**config.mk**
```make
export PLATFORM = sky130hd
export DESIGN_NAME = uart_rx_sampler_flat
export DESIGN_NICKNAME = d
export VERILOG_FILES = /design/src/rtl/uart_rx_sampler_pkg.sv /design/src/rtl/uart_rx_sampler_if.sv /design/src/rtl/uart_rx_sampler_sync_2ff.sv /design/src/rtl/uart_rx_sampler.sv /design/src/flat_wrapper.sv
export SDC_FILE = /design/constraint.sdc
export NUM_CORES = 1
export LEC_CHECK = 0
export BUFFER_PORTS_ARGS = -buffer_cell sky130_fd_sc_hd__buf_2
export CORE_ASPECT_RATIO = 1.1
export CORE_MARGIN = 2
export CORE_UTILIZATION = 50
export DETAILED_ROUTE_END_ITERATION = 8
export GPL_TIMING_DRIVEN = 0
export PLACE_DENSITY = 0.7
export SLEW_MARGIN = 20
export SYNTH_ARGS = -nofsm -noshare
export SYNTH_HDL_FRONTEND = slang
export SYNTH_SLANG_ARGS = --single-unit
```
**constraint.sdc**
```tcl
create_clock -name clk -period 2.1 [get_ports clk]
set_clock_uncertainty 0.1 [all_clocks]
set_input_delay 0.105 -clock clk [delete_from_list [all_inputs] [get_ports clk]]
set_output_delay 0.105 -clock clk [all_outputs]
set_load 0.02 [all_outputs]
```
**src/rtl/uart_rx_sampler_pkg.sv**
```systemverilog
// Shared definitions for the oversampling UART receiver (and a future uart_tx).
package uart_rx_sampler_pkg;

  localparam int OVERSAMPLE_DEF = 16;
  localparam int DATA_BITS_DEF  = 8;
  // start + 8 data + 1 stop
  localparam int FRAME_BITS_8N1 = 1 + DATA_BITS_DEF + 1;

  typedef enum logic [2:0] {
    ST_IDLE    = 3'd0,
    ST_START   = 3'd1,
    ST_DATA    = 3'd2,
    ST_STOP    = 3'd3,
    ST_WAIT_HI = 3'd4
  } rx_state_e;

endpackage

```
**src/rtl/uart_rx_sampler_if.sv**
```systemverilog
// Serial-line input and received-byte output bundle of the UART receiver.
// Handshake: rx_valid is a single-cycle pulse with no back-pressure; rx_data is
// new in that cycle and holds until the next good frame. rx_frame_err is a
// single-cycle pulse with rx_data unchanged. rx_state mirrors the receiver FSM.
interface uart_rx_sampler_if #(
  parameter int DATA_BITS = uart_rx_sampler_pkg::DATA_BITS_DEF
);
  import uart_rx_sampler_pkg::*;

  logic                 sample_tick;
  logic                 rx_in;
  logic [DATA_BITS-1:0] rx_data;
  logic                 rx_valid;
  logic                 rx_frame_err;
  logic                 rx_busy;
  rx_state_e            rx_state;

  // Receiver side
  modport master (
    input  sample_tick, rx_in,
    output rx_data, rx_valid, rx_frame_err, rx_busy, rx_state
  );

  // Line driver / byte consumer side
  modport slave (
    output sample_tick, rx_in,
    input  rx_data, rx_valid, rx_frame_err, rx_busy, rx_state
  );

endinterface

```
**src/rtl/uart_rx_sampler_sync_2ff.sv**
```systemverilog
// Two-flop synchroniser for a single asynchronous bit, with a reset value.
module sync_2ff #(
  parameter logic RESET_VAL = 1'b1
) (
  input  logic clk,
  input  logic reset,
  input  logic d_i,
  output logic q_o
);

  logic meta_q;
  logic sync_q;

  // Two back-to-back flops; reset forces both to the idle level
  always_ff @(posedge clk) begin
    if (reset) begin
      meta_q <= RESET_VAL;
      sync_q <= RESET_VAL;
    end else begin
      meta_q <= d_i;
      sync_q <= meta_q;
    end
  end

  assign q_o = sync_q;

endmodule

```
**src/rtl/uart_rx_sampler.sv**
```systemverilog
// Oversampling 8N1 UART receiver: synchronises rx_in, finds the start-bit
// midpoint, samples each data bit and the stop bit at its midpoint.
module uart_rx_sampler
  import uart_rx_sampler_pkg::*;
#(
  parameter int OVERSAMPLE = OVERSAMPLE_DEF,
  parameter int DATA_BITS  = DATA_BITS_DEF
) (
  input  logic               clk,
  input  logic               reset,
  uart_rx_sampler_if.master  bus
);

  localparam int TW = $clog2(OVERSAMPLE);
  localparam int BW = $clog2(DATA_BITS + 1);
  localparam logic [TW-1:0] HALF_LAST = TW'(OVERSAMPLE / 2 - 1);
  localparam logic [TW-1:0] TICK_LAST = TW'(OVERSAMPLE - 1);
  localparam logic [BW-1:0] BIT_LAST  = BW'(DATA_BITS - 1);

  logic                 rx_s;
  rx_state_e            state_q;
  logic [TW-1:0]        tick_cnt_q;
  logic [BW-1:0]        bit_cnt_q;
  logic [DATA_BITS-1:0] shift_q;
  logic [DATA_BITS-1:0] data_q;
  logic                 valid_q;
  logic                 ferr_q;

  sync_2ff #(.RESET_VAL(1'b1)) u_sync (
    .clk   (clk),
    .reset (reset),
    .d_i   (bus.rx_in),
    .q_o   (rx_s)
  );

  // Receiver FSM with counters, shift register and registered output pulses
  always_ff @(posedge clk) begin
    if (reset) begin
      state_q    <= ST_IDLE;
      tick_cnt_q <= '0;
      bit_cnt_q  <= '0;
      shift_q    <= '0;
      data_q     <= '0;
      valid_q    <= 1'b0;
      ferr_q     <= 1'b0;
    end else begin
      // Pulses last exactly one clk, independent of sample_tick
      valid_q <= 1'b0;
      ferr_q  <= 1'b0;
      if (bus.sample_tick) begin
        case (state_q)
          ST_IDLE: begin
            if (!rx_s) begin
              state_q    <= ST_START;
              tick_cnt_q <= '0;
            end
          end
          ST_START: begin
            if (tick_cnt_q == HALF_LAST) begin
              tick_cnt_q <= '0;
              bit_cnt_q  <= '0;
              // A line that is high again at the start midpoint was a glitch
              state_q    <= rx_s ? ST_IDLE : ST_DATA;
            end else begin
              tick_cnt_q <= tick_cnt_q + 1'b1;
            end
          end
          ST_DATA: begin
            if (tick_cnt_q == TICK_LAST) begin
              tick_cnt_q <= '0;
              shift_q    <= {rx_s, shift_q[DATA_BITS-1:1]};
              bit_cnt_q  <= bit_cnt_q + 1'b1;
              if (bit_cnt_q == BIT_LAST) state_q <= ST_STOP;
            end else begin
              tick_cnt_q <= tick_cnt_q + 1'b1;
            end
          end
          ST_STOP: begin
            if (tick_cnt_q == TICK_LAST) begin
              tick_cnt_q <= '0;
              if (rx_s) begin
                data_q  <= shift_q;
                valid_q <= 1'b1;
                state_q <= ST_IDLE;
              end else begin
                ferr_q  <= 1'b1;
                state_q <= ST_WAIT_HI;
              end
            end else begin
              tick_cnt_q <= tick_cnt_q + 1'b1;
            end
          end
          ST_WAIT_HI: begin
            // A held-low line (break) must not be decoded as 0x00 frames
            if (rx_s) state_q <= ST_IDLE;
          end
          default: state_q <= ST_IDLE;
        endcase
      end
    end
  end

  assign bus.rx_data      = data_q;
  assign bus.rx_valid     = valid_q;
  assign bus.rx_frame_err = ferr_q;
  assign bus.rx_busy      = (state_q != ST_IDLE);
  assign bus.rx_state     = state_q;

endmodule
```
**src/flat_wrapper.sv**
```systemverilog
// flat-port wrapper written by rule: the top's interface ports become plain ports
module uart_rx_sampler_flat import uart_rx_sampler_pkg::*;
#(
  parameter int OVERSAMPLE = OVERSAMPLE_DEF,
  parameter int DATA_BITS  = DATA_BITS_DEF
)
  (clk, reset, bus_sample_tick, bus_rx_in, bus_rx_data, bus_rx_valid, bus_rx_frame_err, bus_rx_busy, bus_rx_state);
  uart_rx_sampler_if #(.DATA_BITS(DATA_BITS)) bus_i ();
  input  logic clk;
  input  logic reset;
  input wire logic [$bits(bus_i.sample_tick)-1:0] bus_sample_tick;
  input wire logic [$bits(bus_i.rx_in)-1:0] bus_rx_in;
  output wire logic [$bits(bus_i.rx_data)-1:0] bus_rx_data;
  output wire logic [$bits(bus_i.rx_valid)-1:0] bus_rx_valid;
  output wire logic [$bits(bus_i.rx_frame_err)-1:0] bus_rx_frame_err;
  output wire logic [$bits(bus_i.rx_busy)-1:0] bus_rx_busy;
  output wire logic [$bits(bus_i.rx_state)-1:0] bus_rx_state;
  assign bus_i.sample_tick = bus_sample_tick;
  assign bus_i.rx_in = bus_rx_in;
  assign bus_rx_data = bus_i.rx_data;
  assign bus_rx_valid = bus_i.rx_valid;
  assign bus_rx_frame_err = bus_i.rx_frame_err;
  assign bus_rx_busy = bus_i.rx_busy;
  assign bus_rx_state = bus_i.rx_state;
  uart_rx_sampler #(.OVERSAMPLE(OVERSAMPLE), .DATA_BITS(DATA_BITS)) u_core (.clk(clk), .reset(reset), .bus(bus_i));
endmodule
```
# Yosys cells after proc, flatten, opt, wreduce, memory -nomap -nowiden
# Index checks and enable logic that the tools add are counted.
# word_totals
reg_bits	31
in_bits	4
# classes
add_sub_neg	2
eq_ne	13
n_mux	18
n_bitwise	3
reduce_logical	11
# ops
op	n
two-way mux 3 bit	7
two-way mux 4 bit	5
one-hot mux 3 bit (5 select lines)	1
one-hot mux 4 bit (3 select lines)	1
adder 4 x 1 -> 4 bit (second input constant)	2
equality test 4 x 3 -> 1 bit (second input constant)	2
inequality test 2 x 1 -> 1 bit (second input constant)	4
one-hot mux 4 bit (2 select lines)	1
AND reduction 4 bit	2
AND reduction 7 bit	1
equality test 3 x 2 -> 1 bit (second input constant)	2
AND reduction 3 bit	2
nonzero test 3 bit	2
equality test 4 bit (second input constant)	1
inequality test 2 bit (second input constant)	2
OR reduction 4 bit	1
equality test 3 x 1 -> 1 bit (second input constant)	1
equality test 3 bit (second input constant)	1
logical NOT 3 bit	1
inverter 1 bit	3
two-way mux 1 bit	2
two-way mux 2 bit	1
nonzero test 2 bit	1
OR reduction 2 bit	1

# Longest topological paths before layout
# Gate-level depths: netlist (run 1).
# depth
depth_word	4
ltp_mapped	6

# Modules after synthesis
# A second synthesis (run 1) with hierarchy kept.
# hier_totals
cells_unflattened	141
area_unflattened_um2	1356.3
# by_module_without_submodules
mod	n_inst	cells_per_inst	area_each_um2	seq_area_each_um2
uart_rx_sampler	1	137	1303.8	580.6
sync_2ff	1	4	52.6	40.0

# Worst setup path after synthesis (run 1)
# Ideal clock, no wire load.
# synth_path
kind	reg2reg
startpoint	register u_core.tick_cnt_q[0]
endpoint	register u_core.state_q[0] (netlist: u_core.bus.rx_state[0])
setup_ps	123
t_arrival_ps	1674
required_time_ps	1877
setup_slack_ps	203
stages_incl_launch_ff	6
path_buffers	0
period_less_slack_ps	1897
path_cell_list	dfxtp_1 > ha_1 > nand3_2 > or3_1 > a211oi_2 > mux2_1
# synth_between
elab_chain_cells	3
elab_cells_between_ends	6
cone_classes	eq/ne (5); reduce/logical (1)
# synth_lines
element	line_no	source
from (decl)	uart_rx_sampler.sv:22	logic [TW-1:0] tick_cnt_q;
from (signal assigned)	uart_rx_sampler.sv:65	tick_cnt_q <= tick_cnt_q + 1'b1;
from (signal assigned)	uart_rx_sampler.sv:75	tick_cnt_q <= tick_cnt_q + 1'b1;
from (signal assigned)	uart_rx_sampler.sv:90	tick_cnt_q <= tick_cnt_q + 1'b1;
equality test 4 bit or equality test 4 x 3 -> 1 bit (tied branches)	uart_rx_sampler.sv:69, uart_rx_sampler.sv:79, uart_rx_sampler.sv:59	
inequality test 2 x 1 -> 1 bit (no source line)	--	
AND reduction 7 bit (no source line) *	--	
to (signal assigned)	uart_rx_sampler.sv:63	state_q <= rx_s ? ST_IDLE : ST_DATA;
to (decl)	uart_rx_sampler.sv:21	rx_state_e state_q;
# Every way passes the cells marked *; elsewhere a longest branch is shown, timed or not.
# A chain may end at the register's enable or synchronous reset.

# Final worst setup path (run 1)
# Ends and elaborated chain as after synthesis.

==> key figures, run 1 <==
Final layout
  • Area growth syn-to-layout: 16.9%
  • Diode count: 0
  • NumNets Final: 175
  • Ratio of cells with drive above 1 in the final layout: 22.9%
  • Number of fillers in the final layout: 216
  • Non-filler instance count after layout: 201
  • Final Instance Area: 1610 µm²

Outcome
  • Run status: finished, final reports clean

Synthesis
  • Syn. warnings: 0
  • Gate Count Post-Synth: 144
  • Cell Area, Synth: 1370 µm²
  • Ys flop type: dfxtp_1
  • Post-synth EDFFs: 0
  • Syn_area_per_cell: 9.54 µm²
  • Yosys reg bits: 31
  • Sequential fraction of the synthesis area: 45.2%
  • Syn_nets: 150
  • Synth async-reset ratio: 0%
  • Post-synth cell types: 38

Drt
  • WL final: 2760 µm
  • Via count: 1110
  • Avg WL per Cell: 13.7 µm
  • Drt first pass iters: 4
  • Initial DRC count: 31
  • DRC Markers: 0
  • Antenna viol nets, final: 0
  • DR vias/cell: 5.52

Critical path
  • CP required: 2.23 ns
  • WP data arrival: 2.16 ns
  • Critical path peak fanout: 6
  • Setup CP Type: register to register
  • Setup crit start kind: register
  • CP Capture Type: register

Pwr
  • Ratio of total power to cell area: 712 nW/µm²
  • VDD IR-drop max: 0.664 mV
  • Leakage: 0.603 nW

Global routing
  • Vias in the first global route: 1076
  • First-pass GRT wire length: 4660 µm
  • Antenna violations before repair: 0
  • GRT Total Usage: 20.5%
  • Largest net degree at the start of global routing: 11
  • GRT overflow: 0

Die
  • Die ar.: 3180 µm²
  • # IOs: 18
  • Effective utilization at floorplan: 53.5%
  • Die height: 59.0 µm
  • Num rows: 19
  • Chip width: 54.0 µm
  • Core Area: 2570 µm²

STA
  • Final Hold Viols: 0
  • Fin crit share: 96.7%
  • Peak Freq: 0.492 GHz
  • Worst Hold Margin: 0.0520 ns
  • Slew @ Worst Pin: 0.821 ns
  • Tmin final: 2.03 ns
  • Slew HR: 44.5%
  • Fin worst setup slack: 0.0683 ns
  • Final setup fails: 0
  • Max Slew Vio Count: 0

Placement
  • Routability congestion estimate: 0.820
  • Total placed cells including tap cells: 191
  • Dpl ws: 0.0340 ns
  • HPWL Detailed: 1830 µm
  • IO buf count: 16
  • Dpl cell area: 1490 µm²

Clock network
  • Reg clk slew, reported paths: 0.10 ns
  • CTS buffer count: 5
  • Clock Path Buffers: 2
  • Clock Tree Root: clkbuf_4
  • H-tree Lvls: 2
  • Worst-Skew Late Latency: 0.33 ns
  • CTS tree: yes
  • Clock Sinks: 31

Hold path
  • Worst hold path class: input port to register

Flow run
  • Max-cap violations: 0
## metrics by stage
stage               setup TNS (ns)  power, mW  utilization [%]
floorplan                        0      0.649                -
global placement                 0      0.664             58.1
detailed placement               0      0.665             58.1
CTS                              0       1.15             61.9
global route               -0.0426       1.19             62.6
finish                           0       1.14             62.6
## worst max-delay path: stages, from the launching register on
cell and delay, ns:
dfxtp_1 0.37, ha_2 0.25, nand3_2 0.16, or3_1 0.44, a211oi_4 0.27, mux2_1 0.34
## flip-flops by register name, indices dropped and copies added (netlist names)
| signal | cells |
|---|---|
| u_core.u_sync.meta_q | 1 |
| u_core.tick_cnt_q | 4 |
| u_core.bit_cnt_q | 4 |
| u_core.bus.rx_data | 8 |
| u_core.bus.rx_state | 3 |
| u_core.bus.rx_frame_err | 1 |
| u_core.bus.rx_valid | 1 |
| u_core.shift_q | 8 |
| u_core.u_sync.q_o | 1 |
## path summary, 6_finish.rpt
| kind | from | to | slack (ns) | cells past startpoint |
|---|---|---|---|---|
| worst max-delay path | u_core.tick_cnt_q[0] | u_core.bus.rx_state[0] | 0.07 | 5 |
| worst min-delay path | bus_sample_tick | u_core.bus.rx_state[1] | 0.05 | 4 |
| worst max register to register | u_core.tick_cnt_q[0] | u_core.bus.rx_state[0] | 0.07 | 5 |
| worst min register to register | u_core.u_sync.meta_q | u_core.u_sync.q_o | 0.32 | 1 |
## cells in the final DEF (no fill, tap or decap), types with 4 or more instances in the layout
master,n
dfxtp_1,31
or3_1,4
clkbuf_4,5
nor2_1,24
nand2_1,5
buf_2,19
a21oi_1,4
inv_1,4
clkbuf_1,4
mux2i_1,17
## cells in the mapped netlist (all sizes together), types with 2 or more instances
master  number  area [µm²]
nand2        5        18.8
ha           2        25.0
nand3b       2        15.0
nor4         3        18.8
inv          4        15.0
or3          4        25.0
mux2i       17         170
buf          5        30.0
a21oi        4        20.0
or2          2        12.5
nor3         3        15.0
nor4b        4        41.3
a211oi       4        40.0
dfxtp       31         621
o21ai        2        10.0
nor2        24        90.1
nand3        3        20.0
xnor2        2        17.5
or4          2        15.0
a311o        2        20.0
clkbuf       4        15.0
nand2b       3        18.8
## final cells by class
cell class                      instances  area [µm²]  share of cell area, %
Buffer                                  9        45.0                   2.80
Clock buffer                            6        51.3                   3.19
Clock inverter                          2        35.0                   2.18
Inverter                                4        15.0                  0.935
Multi-Input combinational cell        100         703                   43.8
Sequential cell                        31         621                   38.6
Tap cell                               31        38.8                   2.41
Timing Repair Buffer                   18        97.6                   6.07
## timing repair
action,CTS,global route
buffers inserted,0,1
endpoints found under the hold margin,1,0
hold buffers,1,0
resized for setup,0,2
endpoints found under the setup margin,0,1
## cell families (layout without fill, tap and decap cells)
kind of cell / Yosys count / after routing / synth area share, %
and+or+nand+nor: 60 / 60 / 23.6
DFF: 31 / 31 / 45.2
AOI/OAI and AO/OA: 18 / 18 / 10.6
muxes: 18 / 18 / 13.2
buffers and inverters: 13 / 39 / 4.37
adders and majority gates: 2 / 2 / 1.82
xor gates and xnor gates: 2 / 2 / 1.28
## report_power, final
group / switching, mW / internal (mW) / total (mW) / leakage (nW)
registers: 0.00317 / 0.591 / 0.594 / 0.250
clock network: 0.206 / 0.281 / 0.487 / 0.0482
logic: 0.0396 / 0.0235 / 0.0631 / 0.305
## routing by layer
metal | up-vias | global-route usage (%) | share of wire (%)
met5 | - | 0 | 0
met4 | 0 | 13.2 | 2.2
met3 | 7 | 7.07 | 5.9
met2 | 27 | 30.0 | 47
met1 | 513 | 25.3 | 45
li1 | 563 | - | -
Power figures use the tool's default switching activity.
==> run 2, diff against run 1 <==
CTS_BUF_LIST = sky130_fd_sc_hd__clkbuf_8   (was not set)
SLEW_MARGIN = 30   (was 20)
==> run 2 against run 1 <==
Against the previous run: sequential share of layout area is 0.85 points lower; largest cell class unchanged; core utilization is 1.4 points higher; largest power group unchanged; routed wire length hardly changed.
==> key figures, run 2 (synthesis results as in run 1) <==
Critical path
  • CP Capture Type: register (unchanged)
  • WP data arrival: 2.08 ns (was 2.16 ns)
  • Critical path peak fanout: 6 (unchanged)
  • CP required: 2.16 ns (was 2.23 ns)
  • Setup crit start kind: register (unchanged)
  • Setup CP Type: register to register (unchanged)
  • Worst path slowest cell: or3_4 (was or3_1)
  • Worst path cell trace: ha_2 > nand3_4 > or3_4 > a211oi_4 > mux2_1 (was ha_2 > nand3_2 > or3_1 > a211oi_4 > mux2_1)
  • Slowest Stage Delay on Critical Path: 0.41 ns (was 0.44 ns)

Clock network
  • Worst-Skew Late Latency: 0.28 ns (was 0.33 ns)
  • Post-CTS Repair Setup Buffers: 0 (unchanged)
  • CTS tree: yes (unchanged)
  • CTS buffer count: 5 (unchanged)
  • Reg clk slew, reported paths: 0.06 ns (was 0.10 ns)
  • H-tree Lvls: 2 (unchanged)
  • Clock Tree Root: clkbuf_8 (was clkbuf_4)
  • Clock Sinks: 31 (unchanged)
  • Clock Path Buffers: 2 (unchanged)

Die
  • Chip width: 54.0 µm (unchanged)
  • Die ar.: 3180 µm² (unchanged)
  • Die height: 59.0 µm (unchanged)
  • # IOs: 18 (unchanged)
  • Effective utilization at floorplan: 53.5% (unchanged)
  • Core Area: 2570 µm² (unchanged)
  • Num rows: 19 (unchanged)

STA
  • Final setup fails: 0 (unchanged)
  • Final Hold Viols: 0 (unchanged)
  • Setup TNS: 0 ns (unchanged)
  • Peak Freq: 0.497 GHz (was 0.492 GHz)
  • Max Slew Vio Count: 0 (unchanged)
  • Slew @ Worst Pin: 0.755 ns (was 0.821 ns)
  • Tmin final: 2.01 ns (was 2.03 ns)
  • Fin crit share: 95.8% (was 96.7%)
  • Slew HR: 49.0% (was 44.5%)
  • Setup repair after global routing missed its margin: no

Drt
  • Antenna viol nets, final: 0 (unchanged)
  • Drt first pass iters: 4 (unchanged)
  • Initial DRC count: 42 (was 31)
  • WL final: 2760 µm (about the same)
  • DRC Markers: 0 (unchanged)
  • DR vias/cell: 5.56 (was 5.52)
  • Avg WL per Cell: 13.8 µm (was 13.7 µm)
  • Via count: 1111 (was 1110)

Final layout
  • Ratio of cells with drive above 1 in the final layout: 23.1% (was 22.9%)
  • Most common cell after layout, fill and taps aside: dfxtp_1 (unchanged)
  • Diode count: 0 (unchanged)
  • Area growth syn-to-layout: 19.6% (was 16.9%)
  • Most frequent cells in the layout: dfxtp_1 (31), nor2_1 (24), buf_2 (19) (unchanged)
  • NumNets Final: 174 (was 175)
  • Final Instance Area: 1640 µm² (was 1610 µm²)

Pwr
  • VDD IR-drop max: 0.530 mV (was 0.664 mV)
  • Ratio of total power to cell area: 762 nW/µm² (was 712 nW/µm²)
  • Leakage: 0.612 nW (was 0.603 nW)
  • Power consumption: 1.25 mW (was 1.14 mW)

Global routing
  • Vias in the first global route: 1056 (was 1076)
  • First-pass GRT wire length: 4620 µm (was 4660 µm)
  • GRT overflow: 0 (unchanged)
  • Antenna violations before repair: 0 (unchanged)
  • Largest net degree at the start of global routing: 11 (unchanged)
  • GRT Total Usage: 20.7% (was 20.5%)

Placement
  • Routability congestion estimate: 0.820 (unchanged)
  • IO buf count: 16 (unchanged)
  • HPWL Detailed: 1830 µm (unchanged)
  • Dpl cell area: 1490 µm² (unchanged)

Flow run
  • Max-cap violations: 0 (unchanged)

Outcome
  • Run status: finished, final reports clean (unchanged)

Hold path
  • Worst hold path class: input port to register (unchanged)
-- run 2: cell count changes in the layout (fill, tap and decap cells not counted) --
cell	delta
nand3_4	+1
nand3_2	-1
clkbuf_4	-5
or3_1	-1
buf_4	-1
clkbuf_8	+5
or3_4	+1
-- run 2: worst max-delay path: cells and delay by family (launching register included) --
family	cells	cell delay, ns
DFF	1	0.36
and+or+nand+nor	2	0.54
muxes	1	0.34
AOI/OAI and AO/OA	1	0.29
adders and majority gates	1	0.26
-- run 2: final timing paths --
path                   startpoint                      to  slack, ns  cells past startpoint
max          u_core.tick_cnt_q[0]  u_core.bus.rx_state[0]       0.09                      5
min               bus_sample_tick  u_core.bus.rx_state[1]       0.16                      4
max reg2reg  u_core.tick_cnt_q[0]  u_core.bus.rx_state[0]       0.09                      5
min reg2reg  u_core.u_sync.meta_q       u_core.u_sync.q_o       0.32                      1
-- run 2: area by class of cell --
| type | instances | area (µm²) |
|---|---|---|
| tap | 31 | 38.8 |
| fill | 203 | 925 |
| clock inverter | 2 | 35.0 |
| multi-input combinational | 100 | 716 |
| sequential | 31 | 621 |
| inverter | 4 | 15.0 |
| clock buffer | 6 | 82.6 |
| buffer | 9 | 45.0 |
| timing repair buffer | 17 | 90.1 |
-- run 2: where the power goes --
group	leakage, nW	switching (mW)	internal, mW
logic	0.301	0.0394	0.0222
registers	0.250	0.00324	0.592
clock network	0.0612	0.211	0.383
-- run 2: metrics by stage --
| stage | hold WS (ns) | worst slack [ns] | utilization, % | std cells |
|---|---|---|---|---|
| final | 0.157 | 0.0884 | 64.0 | 200 |
| after floorplan | 0.109 | 0.203 | - | 144 |
| after global routing | 0.157 | 0.00811 | 64.0 | 200 |
| after detailed placement | 0.193 | 0.0340 | 58.1 | 191 |
| after CTS | 0.102 | 0.0223 | 63.1 | 200 |
| after global placement | 0.187 | 0.0607 | 58.1 | 191 |
-- run 2: layer usage --
| metal | global-route usage (%) | routed length [µm] | vias up |
|---|---|---|---|
| met3 | 8.59 | 134 | 2 |
| met5 | 0 | 0 | - |
| met2 | 30.5 | 1370 | 34 |
| li1 | - | - | 559 |
| met4 | 12.1 | 15 | 0 |
| met1 | 25.0 | 1240 | 516 |
-- run 2: timing repair --
item                                    CTS  global route
hold buffers                              1             0
endpoints found under the setup margin    0             1
resized for setup                         0             4
endpoints found under the hold margin     1             0
